<file path="src/rtl/pipe_pkg.sv">
// Shared types and constants for the pipeline hazard sequencer.
// Imported by the hazard detector and the stall/flush controller.
package pipe_pkg;

   typedef enum logic [1:0] {
      RUN   = 2'd0,
      IWAIT = 2'd1,
      DWAIT = 2'd2
   } hz_state_t;

   // Register $zero never carries a real dependency.
   localparam int REG_ZERO = 0;

endpackage

</file>
<file path="src/rtl/pipeline_hazard_ctrl_hazard_detect.sv">
// Combinational load-use and branch-operand hazard detection for the instruction in ID.
// Holds no state.
module hazard_detect
   import pipe_pkg::*;
#(
   parameter int REG_W = 5
) (
   input  logic [REG_W-1:0] id_rs,
   input  logic [REG_W-1:0] id_rt,
   input  logic             id_branch,
   input  logic [REG_W-1:0] ex_wreg,
   input  logic             ex_regwrite,
   input  logic             ex_memread,
   input  logic [REG_W-1:0] mem_wreg,
   input  logic             mem_memread,
   output logic             lu,
   output logic             bs
);

   logic ex_hit;
   logic mem_hit;

   assign ex_hit  = (ex_wreg  != REG_W'(REG_ZERO)) && ((ex_wreg  == id_rs) || (ex_wreg  == id_rt));
   assign mem_hit = (mem_wreg != REG_W'(REG_ZERO)) && ((mem_wreg == id_rs) || (mem_wreg == id_rt));

   assign lu = ex_memread & ex_hit;
   // A branch resolving in ID needs ALU results from EX and load data from MEM.
   assign bs = id_branch & ((ex_regwrite & ex_hit) | (mem_memread & mem_hit));

endmodule

</file>
<file path="src/rtl/pipeline_hazard_ctrl.sv">
// Stall/flush sequencer for the 5-stage pipe: drives PC, IF/ID and ID/EX enables and clears,
// holds branch redirects that arrive while fetch is frozen, and counts stall/flush cycles.
module pipeline_hazard_ctrl
   import pipe_pkg::*;
#(
   parameter int CNT_W = 32,
   parameter int REG_W = 5
) (
   input  logic             clk,
   input  logic             reset_n,
   input  logic             Ihit,
   input  logic             Dhit,
   input  logic [REG_W-1:0] id_rs,
   input  logic [REG_W-1:0] id_rt,
   input  logic             id_branch,
   input  logic             id_redirect,
   input  logic [31:0]      id_target,
   input  logic [REG_W-1:0] ex_wreg,
   input  logic             ex_regwrite,
   input  logic             ex_memread,
   input  logic [REG_W-1:0] mem_wreg,
   input  logic             mem_memread,
   output logic             pc_en,
   output logic             dec_en,
   output logic             dec_clr,
   output logic             ex_en,
   output logic             ex_clr,
   output logic             redir_valid,
   output logic [31:0]      redir_target,
   output logic [CNT_W-1:0] stall_cnt,
   output logic [CNT_W-1:0] flush_cnt
);

   hz_state_t        state_q, state_d;
   logic             redir_valid_q, redir_valid_d;
   logic [31:0]      redir_target_q, redir_target_d;
   logic             flush_pend_q, flush_pend_d;
   logic [CNT_W-1:0] stall_cnt_q, stall_cnt_d;
   logic [CNT_W-1:0] flush_cnt_q, flush_cnt_d;
   logic             lu, bs, stall_hz, redir_set;

   hazard_detect #(.REG_W(REG_W)) u_detect (
      .id_rs       (id_rs),
      .id_rt       (id_rt),
      .id_branch   (id_branch),
      .ex_wreg     (ex_wreg),
      .ex_regwrite (ex_regwrite),
      .ex_memread  (ex_memread),
      .mem_wreg    (mem_wreg),
      .mem_memread (mem_memread),
      .lu          (lu),
      .bs          (bs)
   );

   assign stall_hz = lu | bs;

   always_comb begin
      // NOTE: every combinational output gets a default first so no path infers a latch.
      state_d = state_q;
      unique case (state_q)
         RUN, IWAIT, DWAIT: begin
            if (!Dhit)      state_d = DWAIT;
            else if (!Ihit) state_d = IWAIT;
            else            state_d = RUN;
         end
         default: state_d = RUN;
      endcase
   end

   always_comb begin
      pc_en   = 1'b1;
      dec_en  = 1'b1;
      dec_clr = 1'b0;
      ex_en   = 1'b1;
      ex_clr  = 1'b0;
      if (!Dhit) begin
         pc_en  = 1'b0;
         dec_en = 1'b0;
         ex_en  = 1'b0;
      end else if (!Ihit) begin
         pc_en   = 1'b0;
         dec_clr = 1'b1;
      end else if (stall_hz) begin
         pc_en  = 1'b0;
         dec_en = 1'b0;
         ex_clr = 1'b1;
      end else if (id_redirect) begin
         dec_clr = 1'b1;
      end
      // A redirect captured while IF/ID was frozen still owes one squash of the wrong-path fetch.
      if (flush_pend_q && dec_en) dec_clr = 1'b1;
   end

   always_comb begin
      redir_set      = id_redirect && !pc_en && !stall_hz;
      redir_valid_d  = redir_valid_q;
      redir_target_d = redir_target_q;
      flush_pend_d   = flush_pend_q;
      if (pc_en)          redir_valid_d = 1'b0;
      else if (redir_set) redir_valid_d = 1'b1;
      if (redir_set) redir_target_d = id_target;
      if (redir_set && !dec_en) flush_pend_d = 1'b1;
      else if (dec_en)          flush_pend_d = 1'b0;

      stall_cnt_d = stall_cnt_q;
      flush_cnt_d = flush_cnt_q;
      if (!pc_en && (stall_cnt_q != '1))               stall_cnt_d = stall_cnt_q + CNT_W'(1);
      if (dec_en && dec_clr && (flush_cnt_q != '1))    flush_cnt_d = flush_cnt_q + CNT_W'(1);
   end

   always_ff @(posedge clk or negedge reset_n) begin
      if (!reset_n) begin
         state_q        <= RUN;
         redir_valid_q  <= 1'b0;
         redir_target_q <= '0;
         flush_pend_q   <= 1'b0;
         stall_cnt_q    <= '0;
         flush_cnt_q    <= '0;
      end else begin
         state_q        <= state_d;
         redir_valid_q  <= redir_valid_d;
         redir_target_q <= redir_target_d;
         flush_pend_q   <= flush_pend_d;
         stall_cnt_q    <= stall_cnt_d;
         flush_cnt_q    <= flush_cnt_d;
      end
   end

   assign redir_valid  = redir_valid_q;
   assign redir_target = redir_target_q;
   assign stall_cnt    = stall_cnt_q;
   assign flush_cnt    = flush_cnt_q;

endmodule

</file>
<file path="config.mk">
export PLATFORM = sky130hd
export DESIGN_NAME = pipeline_hazard_ctrl
export DESIGN_NICKNAME = d
export VERILOG_FILES = /design/src/rtl/pipe_pkg.sv /design/src/rtl/pipeline_hazard_ctrl_hazard_detect.sv /design/src/rtl/pipeline_hazard_ctrl.sv
export SDC_FILE = /design/constraint.sdc
export NUM_CORES = 1
export LEC_CHECK = 0
export ABC_AREA = 1
export CORE_ASPECT_RATIO = 1.5
export CORE_MARGIN = 4
export CORE_UTILIZATION = 30
export DETAILED_ROUTE_END_ITERATION = 16
export PLACE_DENSITY = 0.59
export SKIP_LAST_GASP = 1
export SLEW_MARGIN = 15
export SYNTH_ARGS = -nofsm -noshare
export SYNTH_HDL_FRONTEND = slang
export SYNTH_SLANG_ARGS = --single-unit
</file>
<file path="constraint.sdc">
create_clock -name clk -period 2.4 [get_ports clk]
set_input_delay 0.72 -clock clk [delete_from_list [all_inputs] [get_ports clk]]
set_output_delay 0.72 -clock clk [all_outputs]
set_load 0.01 [all_outputs]
</file>
---- After elaboration in Yosys (flattened, before gate mapping) ----
Cells that the tools add are included.
operators by class
  $add $sub $neg .......................... 2
  eq/ne operators ......................... 6
  mux-type cells .......................... 18
  bitwise gates (word level) .............. 6
  reduce and logical (&&, ||, !) cells .... 18
operators by type and width
  kind                   count
  $add 32x1->32 const B  2
  $ne 32x32->1 const B   2
  $eq 5x5->1             4
  $mux 1                 18
  $reduce_bool 5->1      2
  $logic_and 1x1->1      9
  $and 1x1->1            4
  $reduce_bool 2->1      2
  $logic_not 1->1        3
  $logic_or 1x1->1       2
  $or 1x1->1             2
word-level totals
  bits in registers ....................... 98
  input bits .............................. 61
  output and inout port bits .............. 102
  logic and storage cells ................. 55

---- Depth between registers and ports, before layout ----
Gate-level depths: netlist (run 1).
  word-level depth ........................ 15
  gate-level depth with buffers ........... 14
  depth with buffers taken out ............ 13

---- Modules after synthesis ----
Synthesis (run 1) repeated with hierarchy kept, for this count alone.
unflattened totals
  cells, all modules ...................... 888
  area, all modules ....................... 5929.4 sq um
by module, submodules not included
  module                times used  cells each  area an instance (sq um)  sequential area each (sq um)
  pipeline_hazard_ctrl  1           801         5542.8                    2452.4
  hazard_detect         1           87          386.6                     0.0

---- Worst setup path before layout (run 1) ----
Ideal clock, no wire load.
  path type ............................... input-to-output
  start point ............................. in mem_wreg[1]
  end point ............................... out ex_clr
  data arrival time ....................... 1.751 ns
  data required time ...................... 1.680 ns
  path slack .............................. -0.071 ns
  stages on the path ...................... 12
  path buffers ............................ 2
  cells stage by stage .................... inv_1 > nand2_1 > nand2_1 > nor2_1 > nand3_1 > nand2_1 > nand2_1 > nand2_1 > nand2_1 > buf_2 > buf_2 > nor2_1
on the way
  word-level cells in the longest chain between the ends .. 10
  elaborated cells on any way between the ends .. 12
  those cells by class .................... eq/ne (2); mux (3); bitwise (4); reduce/logical (3)
RTL lines
  item                   line                                      RTL
  start, declared        pipeline_hazard_ctrl.sv:21                input logic [REG_W-1:0] mem_wreg,
  $eq 5x5->1             pipeline_hazard_ctrl_hazard_detect.sv:24  assign mem_hit = (mem_wreg != REG_W'(REG_ZERO)) && ((mem_wreg == id_rs) || (mem_wreg == id_rt));
  $logic_or 1x1->1       pipeline_hazard_ctrl_hazard_detect.sv:24
  $logic_and 1x1->1 (*)  pipeline_hazard_ctrl_hazard_detect.sv:24
  $and 1x1->1 (*)        pipeline_hazard_ctrl_hazard_detect.sv:28  assign bs = id_branch & ((ex_regwrite & ex_hit) | (mem_memread & mem_hit));
  $or 1x1->1 (*)         pipeline_hazard_ctrl_hazard_detect.sv:28
  $and 1x1->1 (*)        pipeline_hazard_ctrl_hazard_detect.sv:28
  $or 1x1->1 (*)         pipeline_hazard_ctrl.sv:55                assign stall_hz = lu | bs;
  $mux 1 (*)             pipeline_hazard_ctrl.sv:83                end else if (stall_hz) begin
  $mux 1 (*)             pipeline_hazard_ctrl.sv:80                end else if (!Ihit) begin
  $mux 1 (*)             pipeline_hazard_ctrl.sv:76                if (!Dhit) begin
  end, declared          pipeline_hazard_ctrl.sv:27                output logic ex_clr,
Mark *: on every way between the ends. The rest lies on a longest branch, timed or not.

---- Final worst setup path (run 1) ----
  start point ............................. in id_rs[1]
  end point ............................... out dec_en
on the way
  word-level cells in the longest chain between the ends .. 10
  elaborated cells on any way between the ends .. 15
  those cells by class .................... eq/ne (2); mux (3); bitwise (6); reduce/logical (4)
RTL lines
  item                                  line                                                                                RTL
  start, declared                       pipeline_hazard_ctrl.sv:13                                                          input logic [REG_W-1:0] id_rs,
  $eq 5x5->1 (on tied branches)         pipeline_hazard_ctrl_hazard_detect.sv:23, pipeline_hazard_ctrl_hazard_detect.sv:24
  $logic_or 1x1->1 (on tied branches)   pipeline_hazard_ctrl_hazard_detect.sv:23, pipeline_hazard_ctrl_hazard_detect.sv:24
  $logic_and 1x1->1 (on tied branches)  pipeline_hazard_ctrl_hazard_detect.sv:23, pipeline_hazard_ctrl_hazard_detect.sv:24
  $and 1x1->1                           pipeline_hazard_ctrl_hazard_detect.sv:28
  $or 1x1->1                            pipeline_hazard_ctrl_hazard_detect.sv:28
  $and 1x1->1                           pipeline_hazard_ctrl_hazard_detect.sv:28
  $or 1x1->1 (*)                        pipeline_hazard_ctrl.sv:55
  $mux 1 (*)                            pipeline_hazard_ctrl.sv:83
  $mux 1 (*)                            pipeline_hazard_ctrl.sv:80
  $mux 1 (*)                            pipeline_hazard_ctrl.sv:76
  end, declared                         pipeline_hazard_ctrl.sv:24                                                          output logic dec_en,
Marks and branches as above.

==> results of run 1 <==
## power groups by stage
stage                     Sequential [W]  Clock [W]  Combinational (W)
final                            0.00201    0.00152            0.00129
after global placement           0.00203          0            0.00116
after detailed placement         0.00204          0            0.00117
after floorplan                  0.00208          0           0.000437
after CTS                        0.00200    0.00159            0.00119
after global routing             0.00203    0.00165            0.00141
## layer usage
metal	global-route usage, %	part of all wire (%)
met5	0	0
met4	7.34	2.9
met3	3.68	4.8
met2	30.8	54
met1	18.3	38
## metrics by stage
stage | TNS (ps) | cells | setup WS, ps | total power (W) | cell area (um2)
floorplan | 0 | 909 | 4.23 | 0.00252 | 6240
global placement | -53390 | 1336 | -1110 | 0.00319 | 8290
detailed placement | -55350 | 1336 | -1120 | 0.00320 | 8290
CTS | -459 | 1364 | -222 | 0.00479 | 8710
global route | -434 | 1371 | -103 | 0.00509 | 9120
finish | -181 | 1371 | -59.0 | 0.00482 | 9120
## kinds of logic (layout without fill, tap and decap cells)
kind of cell / count (synthesis) / after routing
adders and majority gates: 2 / 2
buffers and inverters: 136 / 334
xor gates and xnor gates: 42 / 42
and+or+nand+nor: 595 / 595
DFF: 98 / 98
AOI/OAI and AO/OA: 36 / 36
## worst max-delay path, cell delays in order
cell	delay [ps]
sky130_fd_sc_hd__buf_6	100
sky130_fd_sc_hd__xor2_1	150
sky130_fd_sc_hd__nor2_2	150
sky130_fd_sc_hd__nand3_1	90
sky130_fd_sc_hd__nand2_1	90
sky130_fd_sc_hd__nand2_2	80
sky130_fd_sc_hd__nand2_4	80
sky130_fd_sc_hd__nand2_4	70
sky130_fd_sc_hd__nand2_4	70
sky130_fd_sc_hd__inv_2	30
sky130_fd_sc_hd__buf_6	110
## cell type report
class / count / area [um2]
inverter: 106 / 408
timing repair buffer: 212 / 2220
clock buffer: 11 / 243
multi-input combinational: 675 / 3410
clock inverter: 5 / 61.3
fill: 2094 / 11300
tap: 264 / 330
sequential: 98 / 2450
## sequential cells by signal, indices dropped and copies added, names as in the netlist
| name | cells |
|---|---|
| flush_cnt | 32 |
| redir_target | 32 |
| stall_cnt | 32 |
| flush_pend_q | 1 |
| redir_valid | 1 |
## synthesized netlist by cell type, drive strengths merged (2+ instances only)
library cell and instances:
buf 22, nand4 41, nor3b 4, nor2 80, a21oi 2, xor2 30
ha 2, nor3 28, nand3 59, inv 105, nand2 367, clkbuf 8
dfrtp 98, o21ai 32, nand3b 15, xnor2 12
## path summary, 6_finish.rpt
check / from / endpoint / slack [ps] / cells past startpoint
min reg2reg: redir_target[24]$_DFFE_PN0P_ / redir_target[24]$_DFFE_PN0P_ / 480 / 2
min in group clk: redir_target[24]$_DFFE_PN0P_ / redir_target[24]$_DFFE_PN0P_ / 480 / 2
min: reset_n / flush_cnt[20]$_DFFE_PN0P_ / 350 / 2
max in group asynchronous: reset_n / flush_cnt[21]$_DFFE_PN0P_ / 1530 / 2
max: id_rs[1] / dec_en / -60 / 11
max reg2reg: flush_cnt[0]$_DFFE_PN0P_ / flush_cnt[30]$_DFFE_PN0P_ / 370 / 10
## timing repair
| action | CTS | global route |
|---|---|---|
| gates cloned | 0 | 8 |
| buffers inserted | 13 | 2 |
| hold buffers | 0 | 0 |
| resized for setup | 143 | 91 |
| pin swaps | 33 | 34 |
| setup endpoints to repair | 69 | 38 |
==> impl.org, run 1 <==
** Finish
- The area growth from synthesis to layout is 46.3%.
- In the final design database the tool counted 1,165 nets.
- Antenna fix cells :: 0
- Most common library cell in the layout ignoring fill and taps :: sky130_fd_sc_hd__nand2_1
- Share of final-layout standard cells stronger than drive strength 1 :: 14.1%
- Finished Core Util :: 44.7%
- Most used cells in the layout excluding fill and tap cells :: sky130_fd_sc_hd__nand2_1, sky130_fd_sc_hd__clkdlybuf4s50_1, sky130_fd_sc_hd__dfrtp_1

** Synth
- The most used flip-flop cell after synthesis is sky130_fd_sc_hd__dfrtp_1.
- Share of Yosys cell area claimed by the top area cell type :: 39.3%
- The largest total area in the synthesized netlist belongs to sky130_fd_sc_hd__dfrtp_1.
- Adder and majority cell fraction of the synthesized area :: 0.401%
- Netlist area before placement :: 0.00623 mm2
- Synth Instances :: 909
- The synthesized netlist contains 32 unique library cells.
- Summing the areas of all xor and xnor instances in the mapped netlist gives 5.90% of the synthesized area.
- Dominant combinational cell family by area after synthesis :: simple AND/OR/NAND/NOR gates
- Average cell area after synthesis :: 6.86 um2
- Yosys mapped a number of flops with a built-in enable equal to 0.
- During synthesis, Yosys emitted a total of 0 warnings.
- Of the total synthesized cell area, the portion taken by AND, OR, NAND and NOR gates is 42.3%.
- Proportion of synthesized flip-flops having asynchronous set or reset :: 100%
- Syn nets :: 972
- Synthesis inferred 98 register bits.
- Yosys attributes the largest share of cell area to sky130_fd_sc_hd__dfrtp_1, sky130_fd_sc_hd__nand2_1, sky130_fd_sc_hd__inv_1.
- Summing the areas of all compound-gate instances in the mapped netlist gives 2.97% of the synthesized area.
- Proportion of synthesized area in mux cells :: 0%
- Sequential elements use 39.3% of the synthesized area.

** Power and ir drop
- Summed over all cells, the static leakage comes to 4.51 nW.
- Internal power comes to 0.00333 W.
- In this run, the combinational gates consume 26.8% of the power.
- For this design the total switching power over the nets is 0.00149 W.
- Cell area power density :: 528 mW/mm2
- Net switching is 30.8% of the power.
- Share of total power in sequential cells :: 41.6%
- Clock network fraction of design power :: 31.6%
- The worst-case IR drop observed on VDD is 0.000301 V.

** Routing
- In the routed layout, each cell is associated on average with a via count of 4.66.
- Via total after detailed routing :: 6,394
- The detail route stage leaves a number of antenna-violating nets equal to 0.
- Drt drc :: 0
- For this block, the routed nets add up to 20.2 mm of wire.
- The first routing iteration left 275 violations.
- After detailed routing, the average wire length per cell comes to 14.8 um.
- Pre-Repair DR Iteration Count :: 5

** Placement
- Detailed Place HPWL :: 14.5 mm
- Total of buffers placed on input and output ports :: 162
- Routability-driven placement finished with a final weighted congestion of 0.906.

** Outcome
- Failing checks :: setup timing
- The flow ran to the end, but the final reports show violations.

** STA
- Number of slew-limit violations in the final report :: 0
- Maximum clock frequency :: 407 MHz
- Setup repair after global routing could not meet its margin everywhere.
- On the final layout, the worst hold slack is 355 ps.
- Least setup slack across all paths after layout :: -59.0 ps
- In this run the tightest slew margin relative to its limit is 59.6%.
- Setup Skew :: 6.75 ps
- The hold violation total from the final report was 0.
- Actual transition at the worst max-transition pin :: 606 ps
- Setup violations remaining at the end of the flow were counted as 5.
- Min cycle time layout :: 2460 ps
- In the finished design, the share of the clock period the worst path needs comes to 102%.

** Die
- IO Count :: 163
- Horiz. Die Dim :: 126 um
- Starting density of the core :: 30.5%
- Measured along the y axis, the die boundary spans 185 um.
- Die area :: 0.0232 mm2
- Area of the placeable core :: 0.0204 mm2
- In this run the core area contains 64 standard-cell rows.

** Clock network
- Clock tree synthesis found a total of 98 sinks.
- TritonCTS built the clock tree.
- Clock-pin slew was measured on the worst setup and hold paths at 70 ps.
- Root Driver :: sky130_fd_sc_hd__clkbuf_16
- Clock tree synthesis inserted a total of 9 buffers.
- In this run the deepest clock path goes through 2 buffers.
- The H-tree was split into 3 levels.
- Clock latency of the later-clocked register in the worst-skew pair :: 350 ps

** Worst setup path
- Critical Setup Path Class :: in -> out
- Maximum fanout along the worst path :: 3
- Kind of end point of the critical path :: output port
- STA classifies the critical path startpoint as a primary input.
- Data required time at the worst endpoint :: 1680 ps
- Data arrives at the worst endpoint at 1740 ps.

** Global routing
- The via count of the first global-routing pass was 6,176.
- The initial antenna violation count was 0.
- Total congestion overflow :: 0
- Entering global routing, the biggest net connects 99 pins.
- The first global-routing pass estimated 31.4 mm of wire.
- Global Route Usage Sum :: 16.7%

** Job
- Max-cap violations :: 0

** Worst hold path
- The worst hold path belongs to the class in -> async.
Power figures use the tool's default switching activity.
==> inputs of run 2 (changes only) <==
Settings changed: ABC_AREA 1 to unset, DONT_BUFFER_PORTS set to 1, PLACE_DENSITY 0.59 to 0.48.
==> impl.org, run 2 <==
** Outcome
- Status :: complete, but fails checks
- Failing checks :: setup timing

** Global routing
- The via count of the first global-routing pass came to 3,547.
- Met1 GRT Util :: 14.7%
- Global Route Usage Sum :: 13.9%
- After global routing the overflow that remains totals 0.
- Global routing consumed, on the met3 layer, 5.67% of the routing resources.
- Grt met2 use :: 24.5%
- The initial antenna violation count is 0.
- The first global-routing pass estimated 19.8 mm of wire.
- Busiest metal layer after global routing :: met2
- Largest net degree at the start of global routing :: 99

** Die
- Row count :: 56
- In this run the horizontal extent of the chip is 111 um.
- Area of the placeable core :: 0.0156 mm2
- For this configuration, the core starts out at a cell density of 30.4%.
- 163 I/O pins were placed.
- Die area :: 0.0179 mm2
- From bottom edge to top edge, the die measures 162 um.

** STA
- Number of endpoints failing setup at the final stage :: 28
- Setup slack on the critical path of the routed design comes to -234 ps.
- Number of slew-limit violations in the final report :: 0
- After layout, the worst path uses 110% of the clock period.
- RSZ-0062 raised after global routing :: yes
- At the pin with the least slew margin, the transition time is 598 ps.
- Min cycle time layout :: 2630 ps
- Setup Skew :: 4.13 ps
- Worst relative slew slack :: 60.0%
- Timing would allow up to 380 MHz.
- Number of hold violations in the final report :: 0

** Routing
- In the routed layout, each cell is associated on average with a via count of 4.83.
- The detailed router placed 3,248 vias in this run.
- Wirelength per Cell :: 18.8 um
- The first TritonRoute pass finished after 4 iterations.
- For this block, the initial DRC count from the detailed router was 116.
- Once detail routing completed, the nets flagged for antenna violations numbered 0.
- Aggregate routed wire length :: 12.6 mm
- Drt drc :: 0

** Synth
- Yosys mapped a number of flops with a built-in enable equal to 0.
- Cell type with the highest aggregate area in the netlist :: sky130_fd_sc_hd__dfrtp_1
- After synthesis, the largest area contributor takes up 51.8% of total cell area.
- Synth Instances :: 393
- Synthesis warning total :: 0
- Ys flop type :: sky130_fd_sc_hd__dfrtp_1
- Synthesis inferred 98 register bits.
- Sequential fraction of the synthesis area :: 51.8%
- After synthesis, the share of flip-flops with an asynchronous set or reset is 100%.
- Summing every instance area after synthesis gives 0.00473 mm2.
- The average instance in the mapped netlist occupies 12.0 um2.
- By area the synthesized netlist is led by sky130_fd_sc_hd__dfrtp_1, sky130_fd_sc_hd__xnor2_1, sky130_fd_sc_hd__mux2_2.
- Number of distinct library cells after synthesis :: 43
- Sorting the synthesized cells by how often they occur yields sky130_fd_sc_hd__dfrtp_1, sky130_fd_sc_hd__xnor2_1, sky130_fd_sc_hd__nand3_1.
- Yosys instantiated no cell more often than sky130_fd_sc_hd__dfrtp_1.
- Counting every net in the synthesized netlist gives 456.

** Worst setup path
- STA classifies the critical path startpoint as a primary input.
- The endpoint identified for the worst register-to-register timing path is flush_cnt[7]$_DFFE_PN0P_.
- The worst register-to-register path begins at flush_cnt[1]$_DFFE_PN0P_.
- Slowest cell on crit path :: sky130_fd_sc_hd__or3_4
- Count of cells along the worst register-to-register path :: 9
- Kind of end point of the critical path :: output port
- Walking the worst path, the cells encountered are or3_4 -> o311a_4 -> a22oi_4 -> buf_12 -> a21oi_4 -> nor2b_4.
- In this design, the largest share of critical-path delay is due to compound AO/OA/AOI/OAI gates.
- Critical Setup Path Class :: in -> out
- At the worst endpoint, the required time is 1680 ps.
- Maximum fanout along the worst path :: 4
- Worst EP arrival :: 1910 ps
- The largest single stage delay on the critical path is 370 ps.
- The worst register-to-register path has a setup slack of 140 ps.
- Number of buffers and inverters on the critical path :: 1

** Placement
- Port buffering added 0 buffers.
- Detailed Place HPWL :: 9.30 mm
- At the end of routability-driven placement, the weighted congestion stood at 0.909.
- Total placed instance area :: 0.00564 mm2

** Finish
- Final net count :: 528
- Fill cells in the final layout number 1,522.
- Cells with a size suffix above 1 make up 32.8% of the layout.
- Most used cells in the layout excluding fill and tap cells :: sky130_fd_sc_hd__dfrtp_1, sky130_fd_sc_hd__buf_4, sky130_fd_sc_hd__xnor2_1
- Area taken by flip-flops and latches :: 0.00245 mm2
- Final standard cell area without fillers :: 0.00605 mm2
- Cells fill 38.9% of the core in the end.
- Summing all multi-input logic gate instances after layout gives 0.00239 mm2.
- The library cell used most frequently in the layout, excluding fill and tap cells, is sky130_fd_sc_hd__dfrtp_1.
- The number of antenna diodes in the final layout is 0.
- The area growth from synthesis to layout is 27.8%.

** Clock network
- No sink is reached through more buffers than the 2 on the longest clock path.
- Buffers inserted during clock tree synthesis total 9.
- Max H-tree Level :: 3
- Clock Pin Slew Worst Setup and Hold Paths :: 70 ps
- TritonCTS built the clock tree.
- Root Driver :: sky130_fd_sc_hd__clkbuf_16
- Clock latency of the later-clocked register in the worst-skew pair :: 340 ps
- Count of clock tree sinks :: 98

** Worst hold path
- Hold WC Path Type :: in -> async

** Power and ir drop
- Cell area power density :: 748 mW/mm2
- IR analysis of the VDD net gives a maximum drop of 0.000389 V.
- Leakage power summed over all cells :: 2.72 nW

** Job
- Across the run, the number of max-cap violations was 0.
run 2: changes by cell type after synthesis, moves of 8 or more:
cell	before	now
sky130_fd_sc_hd__nand2_1	364	30
sky130_fd_sc_hd__inv_1	105	5
sky130_fd_sc_hd__nor2_1	76	13
sky130_fd_sc_hd__xnor2_1	12	53
sky130_fd_sc_hd__o21ai_0	32	0
sky130_fd_sc_hd__mux2_2	0	29
sky130_fd_sc_hd__nand3_1	58	31
sky130_fd_sc_hd__nand4_1	39	17
sky130_fd_sc_hd__buf_2	16	1
sky130_fd_sc_hd__nand3b_1	15	0
sky130_fd_sc_hd__and3_1	0	12
sky130_fd_sc_hd__nor3_1	23	11
sky130_fd_sc_hd__clkbuf_1	8	0
run 2: power breakdown:
group          internal, W  switching [W]
logic             0.000496       0.000416
clock network     0.000913       0.000622
registers          0.00186       0.000214
run 2: cell type report:
| type | instances | share of cell area, % |
|---|---|---|
| Sequential cell | 98 | 40.5 |
| Clock buffer | 11 | 3.85 |
| Clock inverter | 5 | 1.30 |
| Multi-Input combinational cell | 283 | 39.5 |
| Inverter | 5 | 0.310 |
| Timing Repair Buffer | 68 | 10.3 |
| Tap cell | 203 | 4.20 |
run 2: worst max path at each step:
stage                         end        start  cells after the start
final                     dec_clr  mem_wreg[1]                      6
after global routing      dec_clr  mem_wreg[1]                      6
after CTS                 dec_clr  mem_wreg[1]                      6
after detailed placement  dec_clr  mem_wreg[1]                      6
after global placement    dec_clr  mem_wreg[1]                      6
after floorplan           dec_clr  mem_wreg[1]                      5
run 2: layer usage:
metal  wire [um]  up-vias
met4         342        0
met2        6750      104
li1            -     1518
met1        4630     1603
met5           0        -
met3         906       23
run 2: through the flow:
| step | setup slack (ps) | hold slack [ps] | TNS (ps) | power, W | instances |
|---|---|---|---|---|---|
| 6_report | -234 | 67.4 | -1090 | 0.00452 | 673 |
| 5_1_grt | -259 | 38.5 | -2270 | 0.00476 | 673 |
| 3_3_place_gp | -277 | 430 | -9900 | 0.00297 | 652 |
| 3_5_place_dp | -287 | 430 | -11790 | 0.00300 | 652 |
| 4_1_cts | -266 | 43.5 | -779 | 0.00458 | 669 |
| 2_1_floorplan | -264 | 424 | -7010 | 0.00264 | 393 |
run 2: cells by family after synthesis:
kind of cell               after synthesis  share of synthesized area [%]
xor gates and xnor gates                82                           15.2
buffers and inverters                   13                           1.93
adders and majority gates                2                          0.529
and+or+nand+nor                        150                           18.9
AOI/OAI and AO/OA                       15                           3.83
muxes                                   33                           7.85
DFF                                     98                           51.8
run 2: repair_timing:
| item | 4_1_cts | 5_1_grt |
|---|---|---|
| buffers inserted | 1 | 1 |
| resized for setup | 2 | 2 |
| endpoints found under the setup margin | 4 | 30 |
| pin swaps | 1 | 2 |
| hold buffers | 0 | 0 |
| gates cloned | 0 | 3 |
==> inputs of run 3 (changes only) <==
Settings changed: CORE_MARGIN 4 to unset.
==> impl.org, run 3 (synthesis results as in run 2) <==
** Outcome
- The run finished, with violations left.
- Failing checks :: setup timing

** Finish
- Final net count :: 540
- Final standard cell area without fillers :: 0.00624 mm2
- Share of final-layout standard cells stronger than drive strength 1 :: 36.3%
- Antenna fix cells :: 0
- Most common library cell in the layout ignoring fill and taps :: sky130_fd_sc_hd__dfrtp_1
- From synthesis to final layout, the design area changed by 31.9%.
- In the layout the commonest cells are sky130_fd_sc_hd__dfrtp_1, sky130_fd_sc_hd__buf_4, sky130_fd_sc_hd__xnor2_1.
- Area taken by flip-flops and latches :: 0.00245 mm2
- The layout has 1,526 filler cells.
- Summing all multi-input logic gate instances after layout gives 0.00253 mm2.

** Clock network
- The tree is rooted in a sky130_fd_sc_hd__clkbuf_16.
- Hold repair after CTS inserted 0 buffers.
- Counting along the longest clock path gives a buffer depth of 2.
- TritonCTS built the clock tree.
- Clock tree synthesis inserted a total of 9 buffers.
- Max H-tree Level :: 3
- Clock latency of the later-clocked register in the worst-skew pair :: 340 ps
- Clock-pin slew was measured on the worst setup and hold paths at 70 ps.
- Count of clock tree sinks :: 98

** Power and ir drop
- Cell area power density :: 735 mW/mm2
- The clock network is responsible for 33.6% of the overall power.
- VDD sags by at most 0.000310 V.
- Total Power Consumption :: 0.00459 W
- For this design the total switching power over the nets is 0.00137 W.
- Net switching fraction of the power :: 29.8%
- In this run, flip-flops and latches consume 45.3% of the power.
- The internal portion of the total power is 0.00322 W.
- Part of the total power dissipated in combinational logic :: 21.1%
- Leakage power summed over all cells :: 2.79 nW

** Global routing
- Via count of the first global-routing pass :: 3,633
- The first global-routing pass estimated 19.8 mm of wire.
- met2 is the most crowded layer.
- Grt met2 use :: 29.1%
- For this run, global-route usage on met1 was measured as 16.2%.
- Entering global routing, the biggest net connects 99 pins.
- The initial antenna violation count is 0.
- After global routing the overflow that remains totals 0.
- In the global route stage, overall resource usage came out at 15.6%.
- Global routing consumed, on the met3 layer, 5.18% of the routing resources.

** STA
- At the pin with the least slew margin, the transition time is 462 ps.
- Least setup slack across all paths after layout :: -192 ps
- Setup violations remaining at the end of the flow were counted as 48.
- For the finished layout, the period the worst path requires is 2590 ps.
- Number of hold violations in the final report :: 0
- Setup Skew :: 10.7 ps
- Adding up every negative setup slack in the final design gives -2320 ps.
- Number of slew-limit violations in the final report :: 0
- RSZ-0062 raised after global routing :: yes
- Share of the clock period used by the worst path after layout :: 108%
- Worst relative slew slack :: 68.9%
- For this run, the top clock speed supported by timing is 386 MHz.

** Placement
- Global placer's final weighted congestion :: 0.801
- Prior to clock tree synthesis, the placed netlist has a worst setup slack of -271 ps.
- Total of buffers placed on input and output ports :: 0
- Detailed Place HPWL :: 9.02 mm
- Total placed instance area :: 0.00560 mm2

** Worst setup path
- The cell family contributing the most delay on the critical path is compound AO/OA/AOI/OAI gates.
- The critical path runs through a total of 4 cells.
- Critical Setup Path Class :: in -> out
- Slowest cell on crit path :: sky130_fd_sc_hd__or3_4
- Number of buffers and inverters on the critical path :: 1
- Measured in cells, the most critical reg-to-reg path has a length of 10.
- Of all nets on the critical path, the largest fanout is 6.
- Worst EP arrival :: 1870 ps
- Sequence of cells on the critical path :: or3_4 -> o311a_4 -> a221oi_4 -> buf_12
- Data on the critical path is required at its endpoint by 1680 ps.
- The worst setup path is captured at an output port.
- Slowest Stage Delay on Critical Path :: 360 ps
- The worst setup path is launched from a primary input.

** Die
- Starting density of the core :: 31.0%
- Pin placement for this block handled 163 I/O pins.
- In this run the core area contains 55 standard-cell rows.
- The floorplan step defined a die boundary enclosing 0.0163 mm2.
- Die Height :: 156 um
- The die is 105 um wide.
- Area of the placeable core :: 0.0153 mm2

** Routing
- In the final routed layout, each cell accounts on average for 18.9 um.
- Via total after detailed routing :: 3,357
- Number of nets still failing antenna checks after routing :: 0
- The first detailed-routing pass took 4 iterations.
- After detailed routing, the number of remaining DRC violations is 0.
- Aggregate routed wire length :: 12.9 mm
- The detailed router finished its first iteration with 92 violations.
- Dividing the detail-routed via count by the number of cells gives 4.93.

** Worst hold path
- Hold WC Path Type :: in -> async

** Job
- Max-cap violations :: 0
-- run 3: stage by stage --
stage	instances	util [%]	hold slack (ps)
after floorplan	393	-	424
after global placement	649	36.7	426
after detailed placement	649	36.7	426
after CTS	671	39.2	45.9
after global routing	681	40.9	42.7
final	681	40.9	72.8
-- run 3: worst register-to-register path: cells and delay by family (launching register included) --
kind,cells,cell delay (ps)
xor+xnor,1,100
simple gates,3,690
fa+ha+maj,1,180
flops,1,360
compound gates,2,590
buf+inv,3,370
-- run 3: worst paths after layout --
kind / endpoint / startpoint / slack, ps
setup / recovery: pc_en / mem_wreg[1] / -190
hold / removal: stall_cnt[14]$_DFFE_PN0P_ / reset_n / 70
setup reg to reg: flush_cnt[0]$_DFFE_PN0P_ / flush_cnt[0]$_DFFE_PN0P_ / 30
hold reg to reg: flush_pend_q$_DFFE_PN0P_ / flush_pend_q$_DFFE_PN0P_ / 490
max in group asynchronous: redir_target[9]$_DFFE_PN0P_ / reset_n / 2200
min in group clk: flush_pend_q$_DFFE_PN0P_ / flush_pend_q$_DFFE_PN0P_ / 490
-- run 3: power groups by stage --
stage          Clock (W)  Combinational [W]  Sequential (W)
2_1_floorplan          0           0.000472         0.00217
3_3_place_gp           0           0.000867         0.00210
3_5_place_dp           0           0.000888         0.00211
4_1_cts          0.00160           0.000910         0.00208
5_1_grt          0.00166            0.00105         0.00210
6_report         0.00154           0.000967         0.00208
-- run 3: repair_timing --
item	in CTS	in global routing
resized for setup	6	18
setup buffers	5	6
endpoints found under the setup margin	9	67
pin swaps	1	4
gates cloned	1	4
endpoints found under the hold margin	0	0
-- run 3: cell type report --
cell class | instances | share of cell area (%)
Clock buffer | 9 | 3.61
Clock inverter | 7 | 1.42
Inverter | 5 | 0.301
Multi-Input combinational cell | 284 | 40.6
Sequential cell | 98 | 39.3
Tap cell | 199 | 3.99
Timing Repair Buffer | 79 | 10.8
-- run 3: per-layer routing --
metal / wire length [um] / vias up
met5: 0 / -
met4: 165 / 0
met3: 865 / 14
met2: 7230 / 99
met1: 4610 / 1697
li1: - / 1547
==> RTL edit 1 (settings of run 3) <==
`REG_ZERO`: 0 -> 1.
--- a/src/rtl/pipe_pkg.sv
+++ b/src/rtl/pipe_pkg.sv
@@ -11,3 +11,3 @@
    // Register $zero never carries a real dependency.
-   localparam int REG_ZERO = 0;
+   localparam int REG_ZERO = 1;
 
Behaviour: not the same (Yosys sat finds a counterexample within 4 cycles, from zero or initial values and one cycle with reset_n low).
==> RTL edit 1 against run 3 <==
  * The run still ends with setup timing left
  * Power is 1.0% lower
  * Area after synthesis increased by 3.2%
  * Synthesized cell count rose by 1.3%
  * Core utilization shrank 3.9 points
  * Final area down 6.6%
  * Worst setup slack lost 0.027 ns
  * Sequential cell count stayed put
  * Routed wire length fell by 12%
  * Critical endpoint unchanged
  * Largest cell class is now sequential cells
  * Highest routed layer unchanged
==> RTL edit 1: results (changes against run 3) <==
- Status: finished with violations
- Failing checks: setup timing
- DP Area: 5480 um^2 (-2.2%)
- Max Fanout on Critical Path: 3 (-3)
- Compound-Gate Fraction of Synth Area: 3.356% (-0.48 points)
- Yosys cell types: 44 (+2.3%)
- Xor/xnor share of the synthesized area: 14.35% (-0.83 points)
- Total sequential power: 2.15 mW (+3%)
- Routability Congestion: 0.7506 (-6.3%)
- Initial antenna violation count: 1 (+1)
- Dpl ws: -0.3160 ns (-0.04540 ns)
- Mux share of post-synthesis cell area: 9.608% (+1.8 points)
- Vias per std cell: 4.789 (-2.9%)
- Via count: 3151 (-6.1%)
- DRT Pass-1 Iters: 6 (+2)
- Top post-synthesis cells by area: dfrtp_1, xnor2_1, mux2_4, xor2_1, and3_1
- Clk_skew: 0.01293 ns (+0.002209 ns)
- # fillers: 1548 (+1.4%)
- Sequential cell area fraction in the yosys report: 50.22% (-1.6 points)
- Worst-case vdd ir drop: 430.9 uV (+39%)
- Synth Area in Adders: 0.5124% (-0.016 points)
- Drt wl/cell: 17.20 um (-9.0%)
- Setup Viol. Count Final: 4 (-92%)
- Placed cell count: 638 (-1.7%)
- Rel. slew slack: 72.10% (+3.2 points)
- Clock group share of total power: 31.8% (-1.8 points)
- Largest net degree at the start of global routing: 99 (unchanged)
- Max Buffers Root-to-Sink: 2 (unchanged)
- Max H-tree Level: 3 (unchanged)
- Share of layout cells above drive strength 1: 29.30% (-7.0 points)
- Drt initial violations: 97 (+5.4%)
- Pint: 3.151 mW (-2.1%)
- Top cells by count, synth: dfrtp_1, xnor2_1, xor2_1
- GR Util met3: 5.485% (+0.31 points)
- Vias in the first global route: 3512 (-3.3%)
- Global Route met1 Usage: 14.19% (-2.0 points)
- Clock group: 1.44 mW (-6%)
- Mean Syn Cell Area: 12.27 um^2 (+1.9%)
- First-pass GRT wire length: 18290 um (-7.6%)
- Nets: 512 (-5.2%)
- Crit path DAT: 1.90 ns (+0.03 ns)
- Slack of the critical path: -0.2192 ns (-0.02686 ns)
- HPWL Detailed: 8408 um (-6.8%)
- Mapped Nets: 461 (+1.1%)
- Met2 usage: 26.10% (-3.0 points)
- GRT Overall Usage: 14.08% (-1.5 points)
- P_leak: 2.613 nW (-6.5%)
- Setup_tns: -0.7736 ns (+1.547 ns)
[RTL edit 1: area by class of cell]
type	instances	area share, %
diodes	1	0.04291
clock buffers	10	4.098
clock inverters	6	0.9655
inverters	8	0.5149
multi-input cells	277	39.91
flip-flops and latches	98	42.05
well taps	203	4.355
repair buffers	55	8.067
[RTL edit 1: logic make-up (layout without fill, tap and decap cells)]
| family | count (synthesis) | after routing |
|---|---|---|
| AND/OR/NAND/NOR | 146 | 146 |
| flip-flops | 98 | 98 |
| XOR/XNOR | 80 | 80 |
| multiplexers | 35 | 35 |
| buffers and inverters | 23 | 79 |
| AO/OA/AOI/OAI | 14 | 14 |
| adder cells (fa/ha/maj) | 2 | 2 |
| other | 0 | 1 |
[RTL edit 1: critical path, cell delays in order]
cell and delay [ns]:
or3b_4 0.37, o311a_4 0.34, a221oi_4 0.30, buf_6 0.16
[RTL edit 1: worst paths after layout]
| check | slack, ns | end | cells after the start | startpoint |
|---|---|---|---|---|
| max in group asynchronous | 2.20 | redir_target[14] | 0 | reset_n |
| worst min register to register | 0.54 | flush_pend_q | 2 | flush_pend_q |
| worst max-delay path | -0.22 | pc_en | 4 | mem_wreg[1] |
| worst max register to register | 0.15 | flush_cnt[7] | 10 | flush_cnt[0] |
| min in group clk | 0.49 | flush_pend_q | 1 | Dhit |
| worst min-delay path | 0.07 | flush_cnt[9] | 0 | reset_n |
[RTL edit 1: what timing repair did]
action                                  4_1_cts  5_1_grt
buffers inserted                              2        1
pin swaps                                     1        1
endpoints found under the setup margin        4        5
hold buffers                                  0        0
resized for setup                             7        1
[RTL edit 1: routing by layer]
metal  up-vias  share of wire [%]
li1       1475                  -
met1      1565                 36
met2       101                 54
met3        10                8.7
met4         0                1.5
met5         -                  0
==> RTL edit 2 (flow settings as in run 3) <==
Made on the original files. Reset style: synchronous (`reset_n`), changed in one clocked block.
--- a/src/rtl/pipeline_hazard_ctrl.sv
+++ b/src/rtl/pipeline_hazard_ctrl.sv
@@ -110,3 +110,3 @@
 
-   always_ff @(posedge clk or negedge reset_n) begin
+   always_ff @(posedge clk) begin
       if (!reset_n) begin
Function: differs if reset_n is asserted again (counterexample within 4 cycles, from zero or initial values and one cycle with reset_n low); with reset_n held inactive, the same outputs for 10 cycles.
==> RTL edit 2 against run 3 <==
  * The flow still finishes with violations (setup timing)
  * Die area rose by 1.3%
  * Critical path type unchanged
  * Cell count increased by 20%
  * Sequential cell count unchanged
  * Routed wire length is 7.9% higher
  * Worst setup slack got worse by 0.085 ns
  * First-iteration DRC count up 140%
  * Maximum frequency fell by 3.2%
  * Final area is 2.8% lower
  * Area after synthesis up 1.3%
Power is not compared: it rests on default switching activity, and its combinational part moved more than twofold at a synthesized area within 25%.
==> RTL edit 2: results (changes against run 3) <==
- Async set or reset register ratio after synthesis: 0% (-100 points)
- Reg-to-reg startpoint: flush_cnt[12]
- HP Class: in -> reg
- Reg area: 1963 um^2 (-20%)
- HPWL Detailed: 10210 um (+13%)
- Worst slew pin tran: 0.6580 ns (+0.1957 ns)
- GR Util met3: 5.081% (-0.098 points)
- DP Area: 5529 um^2 (-1.3%)
- Placed cell count: 796 (+23%)
- Share of layout cells above drive strength 1: 23.01% (-13 points)
- Wire length on met2: 7300 um (+0.93%)
- Vias per std cell: 5.268 (+6.9%)
- Status: finished with violations
- Crit path DAT: 1.96 ns (+0.09 ns)
- Setup Buffers After CTS: 1 (-4)
- Post-CTS sizing: 4 (-2)
- Multi-input combinational area share: 45.71% (+5.1 points)
- Hold Worst Slack: 0.5031 ns (+0.4303 ns)
- Slack of the critical path: -0.2770 ns (-0.08467 ns)
- Nets: 675 (+25%)
- Seq area share: 32.34% (-6.9 points)
- # fillers: 1579 (+3.5%)
- Non-Clock Inverter Count: 17 (+12)
- Setup_tns: -1.768 ns (+0.5520 ns)
- GRT Overall Usage: 16.32% (+0.74 points)
- Dpl ws: -0.3865 ns (-0.1159 ns)
- Reg2Reg Depth: 9 (-1)
- Setup Viol. Count Final: 28 (-42%)
- Top post-synthesis cells by area: dfxtp_1, mux2i_1, xnor2_1, nor2_1, a21oi_1
- M1 wire length: 5240 um (+14%)
- Largest net degree at the start of global routing: 49 (-51%)
- Yosys cell types: 50 (+16%)
- Final wirelength: 13880 um (+7.9%)
- Routed met3 length: 1058 um (+22%)
- Multi-input comb cells: 405 (+43%)
- RR Endpoint: flush_cnt[2]
- Failing checks: setup timing
RTL edit 2: changes by cell type after synthesis, sizes merged, moves of 11 or more:
cell    change
a21oi      +34
clkbuf     +13
dfrtp      -98
dfxtp      +98
inv        +11
mux2       -33
mux2i      +41
nor2       +47
o21ai      +15
o31ai      +18
or3        +15
or4        +23
xnor2      -20
xor2       -26
RTL edit 2: where the power goes:
part / switching, mW / internal (mW) / total [mW]
logic: 0.171 / 0.137 / 0.308
registers: 0.0536 / 1.67 / 1.73
clock network: 0.686 / 0.830 / 1.52
total: 0.911 / 2.64 / 3.55
RTL edit 2: logic make-up after synthesis:
logic type      after synthesis  share of synthesized area, %
fa+ha+maj                     2                        0.5216
mux                          41                         8.555
flops                        98                         40.90
xor+xnor                     36                         6.573
buf+inv                      43                         4.590
compound gates               90                         12.57
simple gates                236                         26.29
RTL edit 2: critical path, cell delays in order:
cell and delay, ns:
or3_4 0.37, o311a_4 0.34, a221o_2 0.41, inv_2 0.11
